<file path="config.mk">
export PLATFORM = sky130hd
export DESIGN_NAME = pipeline_control_unit
export DESIGN_NICKNAME = d
export VERILOG_FILES = /design/src/rtl/pipeline_control_unit.sv
export SDC_FILE = /design/constraint.sdc
export NUM_CORES = 1
export LEC_CHECK = 0
export ABC_AREA = 1
export CAP_MARGIN = 20
export CORE_MARGIN = 2
export CORE_UTILIZATION = 32
export CTS_CLUSTER_SIZE = 40
export DETAILED_ROUTE_END_ITERATION = 10
export GPL_TIMING_DRIVEN = 0
export PLACE_DENSITY = 0.78
export SLEW_MARGIN = 20
export SYNTH_ARGS = -nofsm -noshare
export SYNTH_HDL_FRONTEND = slang
export SYNTH_SLANG_ARGS = --single-unit
</file>
<file path="constraint.sdc">
create_clock -name CLK -period 1.95 [get_ports CLK]
set_clock_uncertainty 0.1 [all_clocks]
set_input_delay 0.585 -clock CLK [delete_from_list [all_inputs] [get_ports CLK]]
set_output_delay 0.585 -clock CLK [all_outputs]
set_load 0.005 [all_outputs]
</file>
<file path="src/rtl/pipeline_control_unit.sv">
// -----------------------------------------------------------------------------
// pipeline_control_unit
//   Stall/flush sequencer for the five-stage RV32i pipeline. Combines load-use
//   hazards, execute-stage branch mispredictions and data-memory wait states
//   into the stall/flush controls of the IF/ID, ID/EX, EX/MEM and MEM/WB
//   registers. A small FSM adds a post-reset flush window, a memory-wait
//   timeout and a sticky error halt.
//
//   Optional feature macro: PIPE_PERF_CNT_EN
//     defined   -> saturating Stall_Count / Flush_Count performance counters
//     undefined -> both count ports tied to zero, no counter flops
// -----------------------------------------------------------------------------
module pipeline_control_unit #(
   parameter int unsigned RESET_FLUSH_CYCLES = 2,
   parameter int unsigned MEM_TIMEOUT        = 16,
   parameter int unsigned CNT_WIDTH          = 32
) (
   input  logic                 CLK,
   input  logic                 RST,
   input  logic [4:0]           Rs1_D,
   input  logic [4:0]           Rs2_D,
   input  logic [4:0]           Rd_E,
   input  logic                 Mem_Read_E,
   input  logic                 Valid_E,
   input  logic                 Mispredict_E,
   input  logic                 Mem_Req_M,
   input  logic                 Mem_Ready_M,
   output logic                 Stall_F,
   output logic                 Stall_En,
   output logic                 Stall_E,
   output logic                 Stall_M,
   output logic                 Flush_D,
   output logic                 Flush_E,
   output logic                 Flush_W,
   output logic                 Mem_Error,
   output logic [CNT_WIDTH-1:0] Stall_Count,
   output logic [CNT_WIDTH-1:0] Flush_Count
);

   // wait_cnt only has to reach MEM_TIMEOUT, so it can never wrap.
   localparam int unsigned WAIT_W = $clog2(MEM_TIMEOUT + 1);
   localparam int unsigned HOLD_W = (RESET_FLUSH_CYCLES > 1) ? $clog2(RESET_FLUSH_CYCLES) : 1;

   localparam logic [HOLD_W-1:0] HOLD_LAST = HOLD_W'(RESET_FLUSH_CYCLES - 1);
   localparam logic [WAIT_W-1:0] WAIT_LAST = WAIT_W'(MEM_TIMEOUT);

   typedef enum logic [1:0] {
      RESET_HOLD,
      RUN,
      MEM_WAIT,
      ERROR
   } state_e;

   state_e              state_q, state_d;
   logic [WAIT_W-1:0]   wait_cnt_q, wait_cnt_d;
   logic [HOLD_W-1:0]   hold_cnt_q, hold_cnt_d;

   logic                mem_block;
   logic                mispredict;
   logic                load_use;

   // A stalled memory access blocks everything; x0 never carries a dependence
   // and a bubble in execute can neither mispredict nor cause a load-use stall.
   assign mem_block  = Mem_Req_M & ~Mem_Ready_M;
   assign mispredict = Mispredict_E & Valid_E;
   assign load_use   = Mem_Read_E & Valid_E & (Rd_E != 5'd0) &
                       ((Rd_E == Rs1_D) | (Rd_E == Rs2_D));

   // State and cycle counters; RST returns to the flush window immediately.
   always_ff @(posedge CLK or posedge RST) begin
      if (RST) begin
         state_q    <= RESET_HOLD;
         wait_cnt_q <= '0;
         hold_cnt_q <= '0;
      end else begin
         // NOTE: non-blocking assignments keep every flop sampling pre-edge values.
         state_q    <= state_d;
         wait_cnt_q <= wait_cnt_d;
         hold_cnt_q <= hold_cnt_d;
      end
   end

   // Next-state and same-cycle stall/flush controls, in priority order.
   always_comb begin
      // NOTE: every output of this block gets a default first so no latch is inferred.
      state_d    = state_q;
      wait_cnt_d = wait_cnt_q;
      hold_cnt_d = hold_cnt_q;
      Stall_F    = 1'b0;
      Stall_En   = 1'b0;
      Stall_E    = 1'b0;
      Stall_M    = 1'b0;
      Flush_D    = 1'b0;
      Flush_E    = 1'b0;
      Flush_W    = 1'b0;
      Mem_Error  = 1'b0;

      case (state_q)
         RESET_HOLD: begin
            Flush_D = 1'b1;
            Flush_E = 1'b1;
            Flush_W = 1'b1;
            if (hold_cnt_q == HOLD_LAST) begin
               state_d = RUN;
            end else begin
               hold_cnt_d = hold_cnt_q + HOLD_W'(1);
            end
         end

         RUN: begin
            if (mem_block) begin
               Stall_F    = 1'b1;
               Stall_En   = 1'b1;
               Stall_E    = 1'b1;
               Stall_M    = 1'b1;
               Flush_W    = 1'b1;
               state_d    = MEM_WAIT;
               wait_cnt_d = WAIT_W'(1);
            end else if (mispredict) begin
               Flush_D = 1'b1;
               Flush_E = 1'b1;
            end else if (load_use) begin
               // One bubble into EX; the hazard is re-evaluated next cycle.
               Stall_F  = 1'b1;
               Stall_En = 1'b1;
               Flush_E  = 1'b1;
            end
         end

         MEM_WAIT: begin
            // EX is frozen here, so branch and load-use hazards wait for RUN.
            if (Mem_Ready_M) begin
               state_d = RUN;
            end else begin
               Stall_F  = 1'b1;
               Stall_En = 1'b1;
               Stall_E  = 1'b1;
               Stall_M  = 1'b1;
               Flush_W  = 1'b1;
               if (wait_cnt_q == WAIT_LAST) begin
                  state_d = ERROR;
               end else begin
                  wait_cnt_d = wait_cnt_q + WAIT_W'(1);
               end
            end
         end

         ERROR: begin
            Stall_F   = 1'b1;
            Stall_En  = 1'b1;
            Stall_E   = 1'b1;
            Stall_M   = 1'b1;
            Flush_W   = 1'b1;
            Mem_Error = 1'b1;
         end

         default: begin
            state_d = RESET_HOLD;
         end
      endcase
   end

`ifdef PIPE_PERF_CNT_EN
   logic [CNT_WIDTH-1:0] stall_cnt_q, stall_cnt_d;
   logic [CNT_WIDTH-1:0] flush_cnt_q, flush_cnt_d;

   // Saturating counters: stalled-PC cycles and mispredict flushes seen in RUN.
   always_comb begin
      stall_cnt_d = stall_cnt_q;
      flush_cnt_d = flush_cnt_q;
      if (Stall_F && !(&stall_cnt_q)) begin
         stall_cnt_d = stall_cnt_q + CNT_WIDTH'(1);
      end
      if (Flush_D && (state_q == RUN) && !(&flush_cnt_q)) begin
         flush_cnt_d = flush_cnt_q + CNT_WIDTH'(1);
      end
   end

   // Counter registers, cleared by RST.
   always_ff @(posedge CLK or posedge RST) begin
      if (RST) begin
         stall_cnt_q <= '0;
         flush_cnt_q <= '0;
      end else begin
         stall_cnt_q <= stall_cnt_d;
         flush_cnt_q <= flush_cnt_d;
      end
   end

   assign Stall_Count = stall_cnt_q;
   assign Flush_Count = flush_cnt_q;
`else
   assign Stall_Count = '0;
   assign Flush_Count = '0;
`endif

endmodule

</file>
==> results.md <==
- DRT antenna net count: 0
- Clk root buf: clkbuf_8
- Number of cells on the critical path: 7
- Commonest non-fill, non-tap cell in the layout: buf_4
- Tot GR Track Use: around 14%
- Drt wl/cell: 8.379 um
- Critical Path AT: between 1.5 and 2 ns
- Post-Synthesis Cells: about 200
- Starting Density: 33.03%
- Maxcap violations: 0
- Worst EP required: around 1.3 ns
- Max Root-Sink Buffers: 2
- R2r startpoint: state_q[1]
- Peak supply drop: approximately 0.00043 V
- Delay-heaviest family, CP: buffers and inverters
- 1st-iter DRT viols: 23
- Slowest cell on crit path: dfrtp_2
- Period utilization: 120.0%
- Ratio of cells with drive above 1 in the final layout: between 40 and 50%
- CTS Buf Count: 3
- Critical path startpoint category: flip-flop
- DRC Markers: 0
- Die W: between 60 and 70 um
- Outcome: finished, violations left
- # diodes: 0
- Die footprint: about 4700 um2
- Pre-CTS WS: -1.050 ns
- CTS tree: yes
- Total congestion overflow: 0
- Die Y: around 68 um
- Netlist cell types: 25
- HP Start: hold_cnt_q
- Vias in the first global route: 1215
- Achievable frequency: roughly 0.43 GHz
- Top-area cell type share of the netlist area: between 30% and 40%
- Synth Area per Inst: about 6.6 um2
- First-pass GRT wire length: 5.016 mm
- DRT Pass-1 Iters: 4
- Slew Limit Fails: 0
- Ports: 94
- Reg2Reg Depth: 15
- Post-synth top area cell: buf_4
- Flops & latches, synth: 8
- Row Count: 23
- Worst-skew pair later-pin latency: around 0.24 ns
- Fin. Hold Viols: 0
- CP Cell Sequence: buf_4 > ha_4 > o31ai_4 > buf_4 > nand2_4 > buf_6 > buf_6
- Hold Crit Depth: 2
- Critical path endpoint category: primary output
- Dpl hpwl: between 2 and 2.5 mm
- Setup slack, reg-to-reg: -0.22 ns
- Core Area: about 4000 um2
- Fin nets: 346
- HP Class: flip-flop to flip-flop
- Worst hold slack: about 0.34 ns
- Via count: around 1300
- Final WL: slightly above 3 mm
- Failing checks: setup timing
- CTS Sinks: 8
- Leak: between 0.001 and 0.0015 uW
- Pwr/cell area: approximately 790 nW/um2
- Final setup fails: 9
- Critical-path maximum fanout: 3
- H-tree Lvls: 1
- Number of I/O port buffers: 29
- Final Critical Period: ~2.3 ns
- Area grow syn2layout: 65.25%
- Total power: 1731 uW
- Initial antenna violation count: 0
- Setup slack after layout: -0.3898 ns
- Cell Area, Synth: about 1300 um2
- GP Congestion: a little under 0.8
- Seq/Total Area, Yosys: 15.15%
- Yosys warns: 0
- Largest net degree at the start of global routing: 9
- Critical R2R Capture: state_q[0]
- Post-route setup TNS: -2.344 ns
- Synth area leaders: buf_4 38%, dfrtp_1 15%, nand2_1 11%
- WP buf/inv: 4
- Vias/cell: around 3.6
- CP max stage delay: 0.43 ns
- WS Path Type: flip-flop to primary output
- Commonest cells after routing, fill and taps aside: 82 x buf_4, 64 x conb_1, 38 x nand2_1
- RSZ-0062 raised after global routing: true
- Hold path endpoint: hold_cnt_q
- Clk slew on worst S/H paths: approximately 0.050 ns
-- kinds of logic after synthesis --
logic type	count (synthesis)	share of synthesized area [%]
xor+xnor	4	2.652
compound gates	13	5.682
flops	8	15.15
buf+inv	96	46.21
simple gates	69	22.44
other cells	1	0.2838
fa+ha+maj	8	7.576
-- report_power, final --
group	internal, uW	total [uW]	leakage [uW]	switching [uW]
logic	659	1250	0.00119	593
registers	212	272	0.0000981	59.9
clock network	134	207	0.0000216	73.1
total	1010	1730	0.00131	726
-- repair_timing --
| item | 4_1_cts | 5_1_grt |
|---|---|---|
| buffers inserted | 19 | 1 |
| gates resized for setup | 100 | 7 |
| pin swaps | 25 | 6 |
| hold buffers | 0 | 0 |
| setup endpoints to repair | 8 | 10 |
-- cells in the mapped netlist --
library cell and instances:
a21oi_1 3, a21oi_2 1, buf_4 66, conb_1 1, dfrtp_1 8, ha_1 8
inv_1 26, inv_2 3, inv_4 1, nand2_1 40, nand2_2 1, nand3_1 7
nand3_2 1, nand4_1 2, nor2_1 13, nor2_2 1, nor2_4 1, nor3_1 2
o21ai_0 3, o21ai_1 4, o21ai_2 1, o31ai_1 1, or2_2 1, xnor2_1 2
xor2_1 2
-- area by class of cell --
cell class / instances / area [um2]
multi-input cells: 158 / 863.3
inverters: 30 / 122.6
clock buffers: 3 / 41.29
plain buffers: 66 / 503.0
flip-flops and latches: 8 / 202.7
well taps: 50 / 62.56
fillers: 394 / 1817
repair buffers: 49 / 387.9
-- worst register-to-register path, delay by kind of cell (launching register included) --
family | cells | cell delay, ns
simple gates | 3 | 0.25
fa+ha+maj | 1 | 0.16
buf+inv | 10 | 1.06
compound gates | 1 | 0.08
flops | 1 | 0.43
-- metrics by stage --
stage	utilization, %	instance area, um2	std cells
final	54.58	2183	364
after global routing	54.58	2183	364
after CTS	53.80	2152	363
after detailed placement	48.51	1941	341
after global placement	48.51	1941	341
after floorplan	-	1588	262
-- per-layer routing --
layer | track usage, % | up-vias | share of wire [%]
met5 | 0 | - | 0
met2 | 28.64 | 70 | 53
met4 | 7.000 | 0 | 3.3
met3 | 1.151 | 11 | 8.8
li1 | - | 698 | -
met1 | 14.81 | 543 | 35
-- registers in the layout, indices dropped and copies added (netlist names) --
| name | flops |
|---|---|
| wait_cnt_q | 5 |
| hold_cnt_q | 1 |
| state_q | 2 |
-- worst max path at each step --
stage / from / endpoint / slack, ns
3_5_place_dp: Rd_E[1] / Stall_F / -1.05
3_3_place_gp: Rd_E[1] / Stall_F / -1.02
2_1_floorplan: state_q[0] / Stall_F / -0.007
5_1_grt: state_q[1] / Stall_F / -0.45
6_report: state_q[1] / Stall_F / -0.39
4_1_cts: state_q[1] / Stall_F / -0.37
Note: power is estimated with default switching activity, not from simulation.
